## config.mk

```make
export PLATFORM = sky130hd
export DESIGN_NAME = alu_pipe
export DESIGN_NICKNAME = d
export VERILOG_FILES = /design/src/rtl/alu_pipe.sv
export SDC_FILE = /design/constraint.sdc
export NUM_CORES = 1
export LEC_CHECK = 0
export ABC_AREA = 1
export BUFFER_PORTS_ARGS = -buffer_cell sky130_fd_sc_hd__clkbuf_2
export CAP_MARGIN = 20
export CORE_MARGIN = 5
export CORE_UTILIZATION = 45
export DETAILED_ROUTE_END_ITERATION = 10
export GPL_ROUTABILITY_DRIVEN = 0
export MAX_ROUTING_LAYER = met4
export PLACE_DENSITY_LB_ADDON = 0.08
export RECOVER_POWER = 50
export SLEW_MARGIN = 20
export SYNTH_ARGS = -nofsm -noshare
export SYNTH_HDL_FRONTEND = slang
export SYNTH_SLANG_ARGS = --single-unit
export TNS_END_PERCENT = 100
```

## constraint.sdc

```tcl
create_clock -name clk -period 3.3 [get_ports clk]
set_input_delay 0.165 -clock clk [delete_from_list [all_inputs] [get_ports clk]]
set_output_delay 0.165 -clock clk [all_outputs]
set_load 0.005 [all_outputs]
```

## src/rtl/alu_pipe.sv

```systemverilog
// Handshaked ALU with a registered result/flag stage and iterative variable shifts.
// Define ALU_PIPE_MUL_EN to build the shift-add multiplier for op 1000 (otherwise it is illegal).
module alu_pipe #(
  parameter int WIDTH = 8,
  parameter int SHW   = $clog2(WIDTH)
) (
  input  logic             clk,
  input  logic             rst_n,
  input  logic             in_valid,
  output logic             in_ready,
  input  logic [WIDTH-1:0] a,
  input  logic [WIDTH-1:0] b,
  input  logic [3:0]       op,
  output logic             out_valid,
  input  logic             out_ready,
  output logic [WIDTH-1:0] result,
  output logic             carry,
  output logic             zero,
  output logic             negative,
  output logic             overflow,
  output logic             illegal
);

  localparam logic [1:0] ST_IDLE  = 2'd0;
  localparam logic [1:0] ST_SHIFT = 2'd1;
`ifdef ALU_PIPE_MUL_EN
  localparam logic [1:0] ST_MUL   = 2'd2;
  localparam logic [3:0] OP_MUL   = 4'h8;
  localparam logic [SHW:0] MUL_STEPS = (SHW+1)'(WIDTH);
`endif
  localparam logic [3:0] OP_ADD = 4'h0;
  localparam logic [3:0] OP_SUB = 4'h1;
  localparam logic [3:0] OP_AND = 4'h2;
  localparam logic [3:0] OP_OR  = 4'h3;
  localparam logic [3:0] OP_XOR = 4'h4;
  localparam logic [3:0] OP_SHL = 4'h5;
  localparam logic [3:0] OP_SHR = 4'h6;
  localparam logic [3:0] OP_EQ  = 4'h7;
  localparam logic [SHW:0] CNT_ONE = (SHW+1)'(1);

  logic [1:0]       state_q, state_d;
  logic [SHW:0]     cnt_q, cnt_d;
  logic [WIDTH-1:0] work_q, work_d;
  logic             left_q, left_d;
  logic             out_valid_q, out_valid_d;
  logic [WIDTH-1:0] result_q;
  logic             carry_q, zero_q, negative_q, overflow_q, illegal_q;

  logic             accept;
  logic [SHW-1:0]   shamt;
  logic [WIDTH:0]   sum, diff;
  logic [WIDTH-1:0] shifted;
  logic             shout;
  logic             ld_en;
  logic [WIDTH-1:0] ld_res;
  logic             ld_carry, ld_ovf, ld_ill;

  assign shamt    = b[SHW-1:0];
  assign sum      = {1'b0, a} + {1'b0, b};
  assign diff     = {1'b0, a} - {1'b0, b};
  assign shifted  = left_q ? {work_q[WIDTH-2:0], 1'b0} : {1'b0, work_q[WIDTH-1:1]};
  assign shout    = left_q ? work_q[WIDTH-1] : work_q[0];
  assign in_ready = rst_n && (state_q == ST_IDLE) && (!out_valid_q || out_ready);
  assign accept   = in_valid && in_ready;

`ifdef ALU_PIPE_MUL_EN
  logic [2*WIDTH-1:0] acc_q, acc_d, acc_step;
  logic [WIDTH-1:0]   mcand_q, mcand_d;
  logic [WIDTH:0]     mul_sum;

  // Multiplier lives in the low half of the accumulator and is consumed LSB first.
  assign mul_sum  = {1'b0, acc_q[2*WIDTH-1:WIDTH]} +
                    (acc_q[0] ? {1'b0, mcand_q} : {(WIDTH+1){1'b0}});
  assign acc_step = {mul_sum, acc_q[WIDTH-1:1]};
`endif

  // NOTE: every always_comb output gets a default first so no path leaves it unassigned (no latches).
  always_comb begin
    state_d  = state_q;
    cnt_d    = cnt_q;
    work_d   = work_q;
    left_d   = left_q;
    ld_en    = 1'b0;
    ld_res   = '0;
    ld_carry = 1'b0;
    ld_ovf   = 1'b0;
    ld_ill   = 1'b0;
`ifdef ALU_PIPE_MUL_EN
    acc_d    = acc_q;
    mcand_d  = mcand_q;
`endif
    case (state_q)
      ST_IDLE: begin
        if (accept) begin
          case (op)
            OP_ADD: begin
              ld_en    = 1'b1;
              ld_res   = sum[WIDTH-1:0];
              ld_carry = sum[WIDTH];
              ld_ovf   = (a[WIDTH-1] == b[WIDTH-1]) && (sum[WIDTH-1] != a[WIDTH-1]);
            end
            OP_SUB: begin
              ld_en    = 1'b1;
              ld_res   = diff[WIDTH-1:0];
              ld_carry = diff[WIDTH];
              ld_ovf   = (a[WIDTH-1] != b[WIDTH-1]) && (diff[WIDTH-1] != a[WIDTH-1]);
            end
            OP_AND: begin ld_en = 1'b1; ld_res = a & b; end
            OP_OR:  begin ld_en = 1'b1; ld_res = a | b; end
            OP_XOR: begin ld_en = 1'b1; ld_res = a ^ b; end
            OP_EQ:  begin ld_en = 1'b1; ld_res = {{(WIDTH-1){1'b0}}, a == b}; end
            OP_SHL, OP_SHR: begin
              if (shamt == '0) begin
                ld_en  = 1'b1;
                ld_res = a;
              end else begin
                state_d = ST_SHIFT;
                work_d  = a;
                cnt_d   = {1'b0, shamt};
                left_d  = (op == OP_SHL);
              end
            end
`ifdef ALU_PIPE_MUL_EN
            OP_MUL: begin
              state_d = ST_MUL;
              acc_d   = {{WIDTH{1'b0}}, b};
              mcand_d = a;
              cnt_d   = MUL_STEPS;
            end
`endif
            default: begin ld_en = 1'b1; ld_ill = 1'b1; end
          endcase
        end
      end
      ST_SHIFT: begin
        work_d = shifted;
        cnt_d  = cnt_q - CNT_ONE;
        if (cnt_q == CNT_ONE) begin
          ld_en    = 1'b1;
          ld_res   = shifted;
          ld_carry = shout;
          state_d  = ST_IDLE;
        end
      end
`ifdef ALU_PIPE_MUL_EN
      ST_MUL: begin
        acc_d = acc_step;
        cnt_d = cnt_q - CNT_ONE;
        if (cnt_q == CNT_ONE) begin
          ld_en    = 1'b1;
          ld_res   = acc_step[WIDTH-1:0];
          ld_carry = |acc_step[2*WIDTH-1:WIDTH];
          state_d  = ST_IDLE;
        end
      end
`endif
      default: state_d = ST_IDLE;
    endcase
  end

  // A load only ever happens into an empty or draining output stage, so it always wins.
  assign out_valid_d = ld_en || (out_valid_q && !out_ready);

  // NOTE: sequential state uses non-blocking assignments so every register samples pre-edge values.
  always_ff @(posedge clk) begin
    if (!rst_n) begin
      // NOTE: datapath registers are reset as well, so an aborted operation leaves nothing behind.
      state_q     <= ST_IDLE;
      cnt_q       <= '0;
      work_q      <= '0;
      left_q      <= 1'b0;
      out_valid_q <= 1'b0;
      result_q    <= '0;
      carry_q     <= 1'b0;
      zero_q      <= 1'b0;
      negative_q  <= 1'b0;
      overflow_q  <= 1'b0;
      illegal_q   <= 1'b0;
`ifdef ALU_PIPE_MUL_EN
      acc_q       <= '0;
      mcand_q     <= '0;
`endif
    end else begin
      state_q     <= state_d;
      cnt_q       <= cnt_d;
      work_q      <= work_d;
      left_q      <= left_d;
      out_valid_q <= out_valid_d;
      if (ld_en) begin
        result_q   <= ld_res;
        carry_q    <= ld_carry;
        zero_q     <= (ld_res == '0);
        negative_q <= ld_res[WIDTH-1];
        overflow_q <= ld_ovf;
        illegal_q  <= ld_ill;
      end
`ifdef ALU_PIPE_MUL_EN
      acc_q       <= acc_d;
      mcand_q     <= mcand_d;
`endif
    end
  end

  assign out_valid = out_valid_q;
  assign result    = result_q;
  assign carry     = carry_q;
  assign zero      = zero_q;
  assign negative  = negative_q;
  assign overflow  = overflow_q;
  assign illegal   = illegal_q;

endmodule
```

==> summary.md, run 1 <==
| Metric | Value |
|---|---|
| Status | completed |
| # Max-Cap Violations | 0 |
| Vias in the first global route | 2810 |
| Initial Util | a little under half |
| Pin slew with the least headroom to its limit | 0.682 ns |
| WS Path Type | reg -> reg |
| Synth top area share | 19.5% |
| Post-cts resize count | 0 |
| Site Rows | 28 |
| Yosys reg bits | 27 |
| CP Launch Type | flop |
| CP Capture Type | flop |
| M1 wire length | 3.79 mm |
| Core area | 5960 sq um |
| Critical Path AT | 2.68 ns |
| Synth area leaders | dfxtp_1 (20%), nand2_1 (18%), ha_1 (12%) |
| Initial antenna violation count | 0 |
| P_leak | 1.60 nW |
| Hold Path Class | in -> reg |
| Area leader, netlist | dfxtp_1 |
| Max Slew Vio Count | 0 |
| CTS Buf Count | 3 |
| Worst-path fanout max | 16 |
| DR top layer | met4 |
| Max Freq | between 300 and 400 MHz |
| Hold_buf cts | 0 |
| Post-CTS setup buffer count | 0 |
| Diodes inserted | 0 |
| Total GRT Usage | 22.1% |
| Largest net degree at the start of global routing | 18 |
| RSZ-0062 raised after global routing | no |
| Port bufs | 38 |
| Final Skew | 0.00187 ns |
| Routed WL | 7.95 mm |
| Clock Latency Late Sink | 0.28 ns |
| TNS Setup | 0 ns |
| Root Buffer | clkbuf_8 |
| Layout cells sized above 1 | roughly 11% |
| Remaining Overflow, GRT | 0 |
| Routed len/inst | 13.8 microns |
| Crit share post-route | approximately 76% |
| CTS tree | built |
| Dpl hpwl | between 6 and 7 mm |
| Max-Slew Margin vs Limit | 54.3% |
| Vias per inst | around 5.2 |
| Distinct cells, synth | 36 |
| I/O pin count | 39 |
| Clock H-tree levels | 1 |
| First-pass GRT wire length | ~13 mm |
| Peak VDD IR | 0.231 mV |
| Period minus WS final | 2.52 ns |
| Average size of a mapped cell | approximately 5.9 sq um |
| Synthesized area | 2770 sq um |
| Power Density | 268 nW/um^2 |
| Total vias in the final route | 3018 |
| WL met3 | 520 microns |
| Post-synthesis sequential area ratio | 19.5% |
| Synth Flop Type | dfxtp_1 |
| Routed wl met2 | 3.50 mm |
| Die ar. | 7830 sq um |
| Worst endpoint required time | 3.47 ns |
| Yosys warns | 0 |
| Final hold violation count | 0 |
| Asr flop ratio synth | 0% |
| Die W | 88.5 microns |
| NumNets Final | 553 |
| Post-synth EDFFs | 0 |
| Max clock buf depth | 2 |
| DRC Markers | 0 |
| DR iter-0 viols | ~240 |
| Setup Viol. Count Final | 0 |
| Area grow syn2layout | 9.12% |
| Antenna Nets Post-Route | 0 |
| CTS sink cnt | 27 |
| Pre-Repair DR Iteration Count | 4 |
| Die Y | 88.5 microns |
| Post-Syn Nets | 522 |
| CTS clk-pin slew, worst paths | 0.10 ns |
| Post-Syn Instances | between 400 and 500 |
| Worst hold slack | 0.178 ns |
stage by stage:
stage	utilization (%)	setup slack (ns)	area (sq um)	total power [mW]	std cells
2_1_floorplan	-	1.51	2770	0.537	470
3_3_place_gp	50.2	1.02	2990	0.615	571
3_5_place_dp	50.2	0.981	2990	0.618	571
4_1_cts	51.0	1.27	3040	0.815	575
5_1_grt	50.8	0.533	3020	0.871	575
6_report	50.8	0.782	3020	0.811	575
critical path, cell delays in order, from the launching register on:
cell        delay, ns
dfxtp_1          0.32
buf_4            0.22
clkinvlp_2       0.56
nand3_2          0.34
nor2_4           0.07
nand2_1          0.13
inv_1            0.15
nor2_4           0.22
inv_2            0.15
o21ai_0          0.17
a31oi_1          0.06
logic make-up after synthesis:
| logic type | share of synthesized area [%] |
|---|---|
| AO/OA/AOI/OAI | 11.9 |
| adder cells (fa/ha/maj) | 13.2 |
| flip-flops | 19.5 |
| XOR/XNOR | 0.632 |
| AND/OR/NAND/NOR | 41.3 |
| buffers and inverters | 13.5 |
cell usage after synthesis (5+ instances only):
cell type,number
inv_2,7
a31oi_1,10
nand3_1,57
clkbuf_1,5
nor2_1,44
o21ai_0,14
a21oi_1,24
inv_1,72
nand2_1,131
ha_1,26
dfxtp_1,27
nand4_1,6
area by class of cell:
cell class / instances / area [sq um]
fillers: 670 / 2930
clock buffers: 3 / 41.3
multi-input cells: 350 / 1850
flip-flops and latches: 27 / 541
inverters: 80 / 302
well taps: 75 / 93.8
repair buffers: 39 / 186
clock inverters: 1 / 7.51
layer usage:
metal	vias to the layer above	GRT usage, %
li1	1555	-
met1	1353	31.2
met2	98	34.2
met3	12	2.70
met4	0	3.98
met5	-	-
path summary, 6_finish.rpt:
check / from / to / slack (ns) / cells past startpoint
worst max-delay path: state_q[0] / work_q[7] / 0.78 / 10
worst min-delay path: a[0] / work_q[0] / 0.18 / 3
worst max register to register: state_q[0] / work_q[7] / 0.78 / 10
worst min register to register: illegal / illegal / 0.47 / 2
cells in the final DEF, fill, tap and decap left out, drive strengths merged, types with 10 or more instances in the layout:
master and count:
inv 79, ha 26, dfxtp 27, a21oi 25
o21ai 18, a31oi 10, nor2 50, nand2 133
nand3 59, clkbuf 41
report_power, final:
| group | internal [mW] | switching (mW) | leakage [nW] | total, mW |
|---|---|---|---|---|
| combinational | 0.0887 | 0.179 | 1.36 | 0.268 |
| clock | 0.0860 | 0.112 | 0.0217 | 0.198 |
| sequential | 0.338 | 0.00717 | 0.219 | 0.345 |
Power figures use the tool's default switching activity.
==> run 2: changes to the inputs <==
clock period = 2.4 ns   (was 3.3 ns; I/O delays follow)
==> summary.md, run 2 (synthesized netlist as in run 1, its figures left out) <==
| Metric | Value |
|---|---|
| RSZ-0062 raised after global routing | no |
| Area grow syn2layout | 10.2% |
| P_leak | 1.62 nW |
| WL met3 | 469 microns |
| Post-Place Setup Slack | 0.168 ns |
| Final hold violation count | 0 |
| Psw | 405 uW |
| CP Capture Type | flop |
| Hold_buf cts | 0 |
| Port bufs | 38 |
| Setup slack after layout | 0.382 ns |
| DR top layer | met4 |
| Crit share post-route | 84.1% |
| Die ar. | 7830 sq um |
| Largest net degree at the start of global routing | 17 |
| WS Path Type | reg -> reg |
| M1 wire length | 3.96 mm |
| Routed wl met2 | 3.51 mm |
| Dpl hpwl | 6.42 mm |
| DRC Markers | 0 |
| NumNets Final | between 500 and 600 |
| Routed WL | 8.06 mm |
| Post-CTS setup buffer count | 0 |
| Worst hold slack | 0.141 ns |
| Post-cts resize count | 0 |
| CTS sink cnt | 27 |
| Most common cell after layout, fill and taps aside | nand2_1 |
| CTS clk-pin slew, worst paths | 0.10 ns |
| Max Freq | 495 MHz |
| Final Skew | about 0.0083 ns |
| Peak VDD IR | 0.359 mV |
| Setup Viol. Count Final | 0 |
| Core area | around 6000 sq um |
| FF-to-FF setup slack | 0.38 ns |
| Layout cells sized above 1 | roughly an eighth |
| Area of the multi-input gates | 1840 sq um |
| Max Slew Vio Count | 0 |
| Combinational share of power | 33.2% |
| Initial antenna violation count | 0 |
| Total GRT Usage | 22.7% |
| Period minus WS final | 2.02 ns |
| Max clock buf depth | 2 |
| Status | completed |
| Die W | 88.5 microns |
| CTS Buf Count | 3 |
| Site Rows | 28 |
| Remaining Overflow, GRT | 0 |
| Internal power | 707 uW |
| Clock Latency Late Sink | approximately 0.28 ns |
| Register share of total power | 42.7% |
| Clock share of power | 24.1% |
| Diodes inserted | 0 |
| First-pass GRT wire length | 13.7 mm |
| Root Buffer | clkbuf_8 |
| CP Launch Type | flop |
| Clock H-tree levels | 1 |
| Power Density | between 300 and 400 nW/um^2 |
| Vias in the first global route | between 2000 and 3000 |
| TNS Setup | 0 ns |
| Switching Share | 36.4% |
| Pin slew with the least headroom to its limit | 0.606 ns |
| CTS tree | built |
| Critical Path AT | between 2 and 2.5 ns |
| Worst endpoint required time | between 2 and 3 ns |
| Initial Util | around 47% |
| Worst-path fanout max | 15 |
| Most frequent cells in the layout | nand2_1 (131), inv_1 (72), nand3_1 (58), nor2_1 (45), clkbuf_2 (29) |
| FF+latch area | 541 sq um |
| Max-Slew Margin vs Limit | 59.4% |
| Routed len/inst | 13.9 microns |
| Vias per inst | 5.17 |
| Total vias in the final route | 3000 |
| Filler cells | 659 |
| # Max-Cap Violations | 0 |
| Pre-Repair DR Iteration Count | 5 |
| Antenna Nets Post-Route | 0 |
| DR iter-0 viols | roughly 260 |
| I/O pin count | 39 |
| Hold Path Class | in -> reg |
| Die Y | 88.5 microns |
## run 2: path summary, 6_finish.rpt
| check | start | endpoint | cells after the start |
|---|---|---|---|
| min reg2reg | illegal | illegal | 2 |
| max | state_q[0] | zero | 11 |
| max reg2reg | state_q[0] | zero | 11 |
| min | a[0] | work_q[0] | 3 |
## run 2: per-stage QoR
stage	std cells	total power [mW]	util (%)	area [sq um]
floorplan	470	0.738	-	2770
global placement	576	0.850	50.8	3030
detailed placement	576	0.853	50.8	3030
CTS	580	1.12	51.6	3080
global route	580	1.20	51.2	3050
finish	580	1.11	51.2	3050
## run 2: routing by layer
layer  vias to the layer above  track usage (%)
li1                       1561                -
met2                        97             34.2
met1                      1330             32.7
met3                        12             2.89
met5                         -                -
met4                         0             4.12
## run 2: worst max-delay path, cell delays in order, from the launching register on
cell and delay [ns]:
dfxtp_1 0.33, clkinv_2 0.19, nand3_1 0.20, nor2_1 0.31, o21ai_1 0.13, nand2_1 0.12
nand2_1 0.07, a21oi_2 0.12, nand3_1 0.08, nor2_1 0.15, nand4_1 0.10, a21oi_1 0.13
## run 2: cell type report
class                      instances  area share (%)
clock buffer                       3            1.35
clock inverter                     1           0.246
tap                               75            3.08
multi-input combinational        350            60.4
inverter                          80            9.88
sequential                        27            17.7
timing repair buffer              44            7.34
## run 2: power by group through the flow
stage / Clock, mW / Combinational [mW] / Sequential (mW)
6_report: 0.268 / 0.370 / 0.475
5_1_grt: 0.298 / 0.425 / 0.477
4_1_cts: 0.277 / 0.369 / 0.475
3_5_place_dp: 0 / 0.367 / 0.485
3_3_place_gp: 0 / 0.366 / 0.485
2_1_floorplan: 0 / 0.254 / 0.484
==> run 3: changes to the inputs <==
clock period = 2.05 ns   (was 2.4 ns; I/O delays follow)
==> summary.md, run 3 (synthesized netlist as in run 1, its figures left out) <==
| Metric | Value |
|---|---|
| Port bufs | 38 |
| Core area | 5960 sq um |
| CTS clk-pin slew, worst paths | 0.10 ns |
| Diodes inserted | 0 |
| Initial antenna violation count | 0 |
| Worst r2r path cells | 12 |
| Dpl hpwl | 6.43 mm |
| Slowest CP cell | fa_1 |
| Root Buffer | clkbuf_8 |
| Total GRT Usage | 22.0% |
| Total vias in the final route | 3057 |
| Die W | 88.5 microns |
| Worst r2r dst | zero |
| Routed wl met2 | roughly 3.4 mm |
| Post-cts resize count | 0 |
| Filler cells | 660 |
| Largest net degree at the start of global routing | 17 |
| M1 wire length | between 3 and 4 mm |
| Hold Path Depth | 3 |
| # placed instances | 590 |
| WS Path Type | in -> reg |
| Hold endpoint | cnt_q[2] |
| Status | completed |
| Clock Latency Late Sink | 0.28 ns |
| CTS tree | built |
| RSZ-0062 raised after global routing | no |
| CTS Buf Count | 3 |
| Max Slew Vio Count | 0 |
| Crit path buf inv count | 3 |
| Hold Path Class | in -> reg |
| WL met3 | 428 microns |
| Routed len/inst | 13.3 microns |
| Worst-path fanout max | 4 |
| TNS Setup | 0 ns |
| # Max-Cap Violations | 0 |
| Pre-Repair DR Iteration Count | 5 |
| DR top layer | met4 |
| DRC Markers | 0 |
| NumNets Final | ~570 |
| Non-filler cells, final | a little under 600 |
| DR iter-0 viols | roughly 150 |
| Max-Slew Margin vs Limit | 69.4% |
| Post-CTS setup buffer count | 0 |
| Remaining Overflow, GRT | 0 |
| Area of the multi-input gates | between 1500 and 2000 sq um |
| Layout cells sized above 1 | about 14% |
| Setup Viol. Count Final | 0 |
| Power Density | 421 nW/um^2 |
| Final hold violation count | 0 |
| Crit path max-delay family | simple AND/OR/NAND/NOR gates |
| Worst endpoint required time | 2.27 ns |
| Top cell by count, worst path | nand3_1 |
| Area grow syn2layout | 14.2% |
| Max clock buf depth | 2 |
| CP Launch Type | primary input |
| P_leak | roughly 1.7 nW |
| CP Capture Type | flop |
| Critical Path AT | between 2 and 2.5 ns |
| FF-to-FF setup slack | 0.29 ns |
| Worst hold slack | 0.140 ns |
| Antenna Nets Post-Route | 0 |
| FF+latch area | 541 sq um |
| Most common cell after layout, fill and taps aside | nand2_1 |
| Peak VDD IR | 0.409 mV |
| R2R Path Start | cnt_q[1] |
| Max Freq | 539 MHz |
| Initial Util | 46.5% |
| Site Rows | 28 |
| Clock H-tree levels | 1 |
| Critical-path cell list | clkbuf_2, ha_1, inv_1, fa_1, inv_1, nand3_1, nand2_1, nand3_1, nand2_1, nand2_1, nand3_1, nand3_1, a21oi_1, nand4_1, a21oi_1 |
| CP max stage delay | 0.40 ns |
| I/O pin count | 39 |
| Vias in the first global route | between 2000 and 3000 |
| CTS sink cnt | 27 |
| Final Skew | 0.00797 ns |
| Die ar. | 7830 sq um |
| Hold_sp | b[2] |
| Routed WL | 7.89 mm |
| Pin slew with the least headroom to its limit | about 0.46 ns |
| Hold_buf cts | 0 |
| Die Y | 88.5 microns |
| Vias per inst | 5.15 |
| Period minus WS final | 1.86 ns |
| Crit share post-route | 90.6% |
| Most frequent cells in the layout | nand2_1 (131), inv_1 (73), nand3_1 (58), nor2_1 (44), clkbuf_2 (29) |
| First-pass GRT wire length | 13.3 mm |
==> run 3: cell types whose count changed in the layout (fill, tap and decap cells not counted), sizes merged <==
| cell | previous run | this run |
|---|---|---|
| buf | 6 | 20 |
==> run 3: how the worst max path moves through the flow <==
stage,start,to,cells after the start
floorplan,a[0],zero,14
global placement,b[0],zero,15
detailed placement,b[0],zero,15
CTS,b[0],zero,15
global route,b[0],zero,15
finish,b[0],zero,15
==> run 3: cell type report <==
type / instances / area share [%]
Tap cell: 75 / 2.97
Inverter: 80 / 9.53
Timing Repair Buffer: 58 / 10.4
Clock inverter: 1 / 0.237
Sequential cell: 27 / 17.1
Clock buffer: 3 / 1.30
Multi-Input combinational cell: 350 / 58.5
==> run 3: routing by layer <==
| metal | global-route usage, % | up-vias |
|---|---|---|
| met5 | - | - |
| met4 | 4.12 | 0 |
| met3 | 2.61 | 10 |
| met2 | 32.9 | 97 |
| met1 | 32.1 | 1359 |
| li1 | - | 1591 |
==> run 3: report_power, final <==
group	internal [mW]	switching, mW	total [mW]
clock network	0.138	0.179	0.317
registers	0.544	0.0121	0.556
logic	0.169	0.290	0.459
==> run 3: stage by stage <==
step	cell area (sq um)	util [%]	worst slack (ns)	total power, mW
after detailed placement	3130	52.6	-0.0730	1.02
final	3160	53.1	0.194	1.33
after CTS	3180	53.4	0.222	1.34
after global routing	3160	53.1	0.0222	1.43
after floorplan	2770	-	0.318	0.864
after global placement	3130	52.6	-0.0458	1.02
==> run 3: worst register-to-register path, delay by kind of cell, from the launching register on <==
family | cells | cell delay [ns]
AOI/OAI and AO/OA | 2 | 0.24
adders and majority gates | 1 | 0.15
and+or+nand+nor | 7 | 0.84
DFF | 1 | 0.32
buffers and inverters | 2 | 0.15
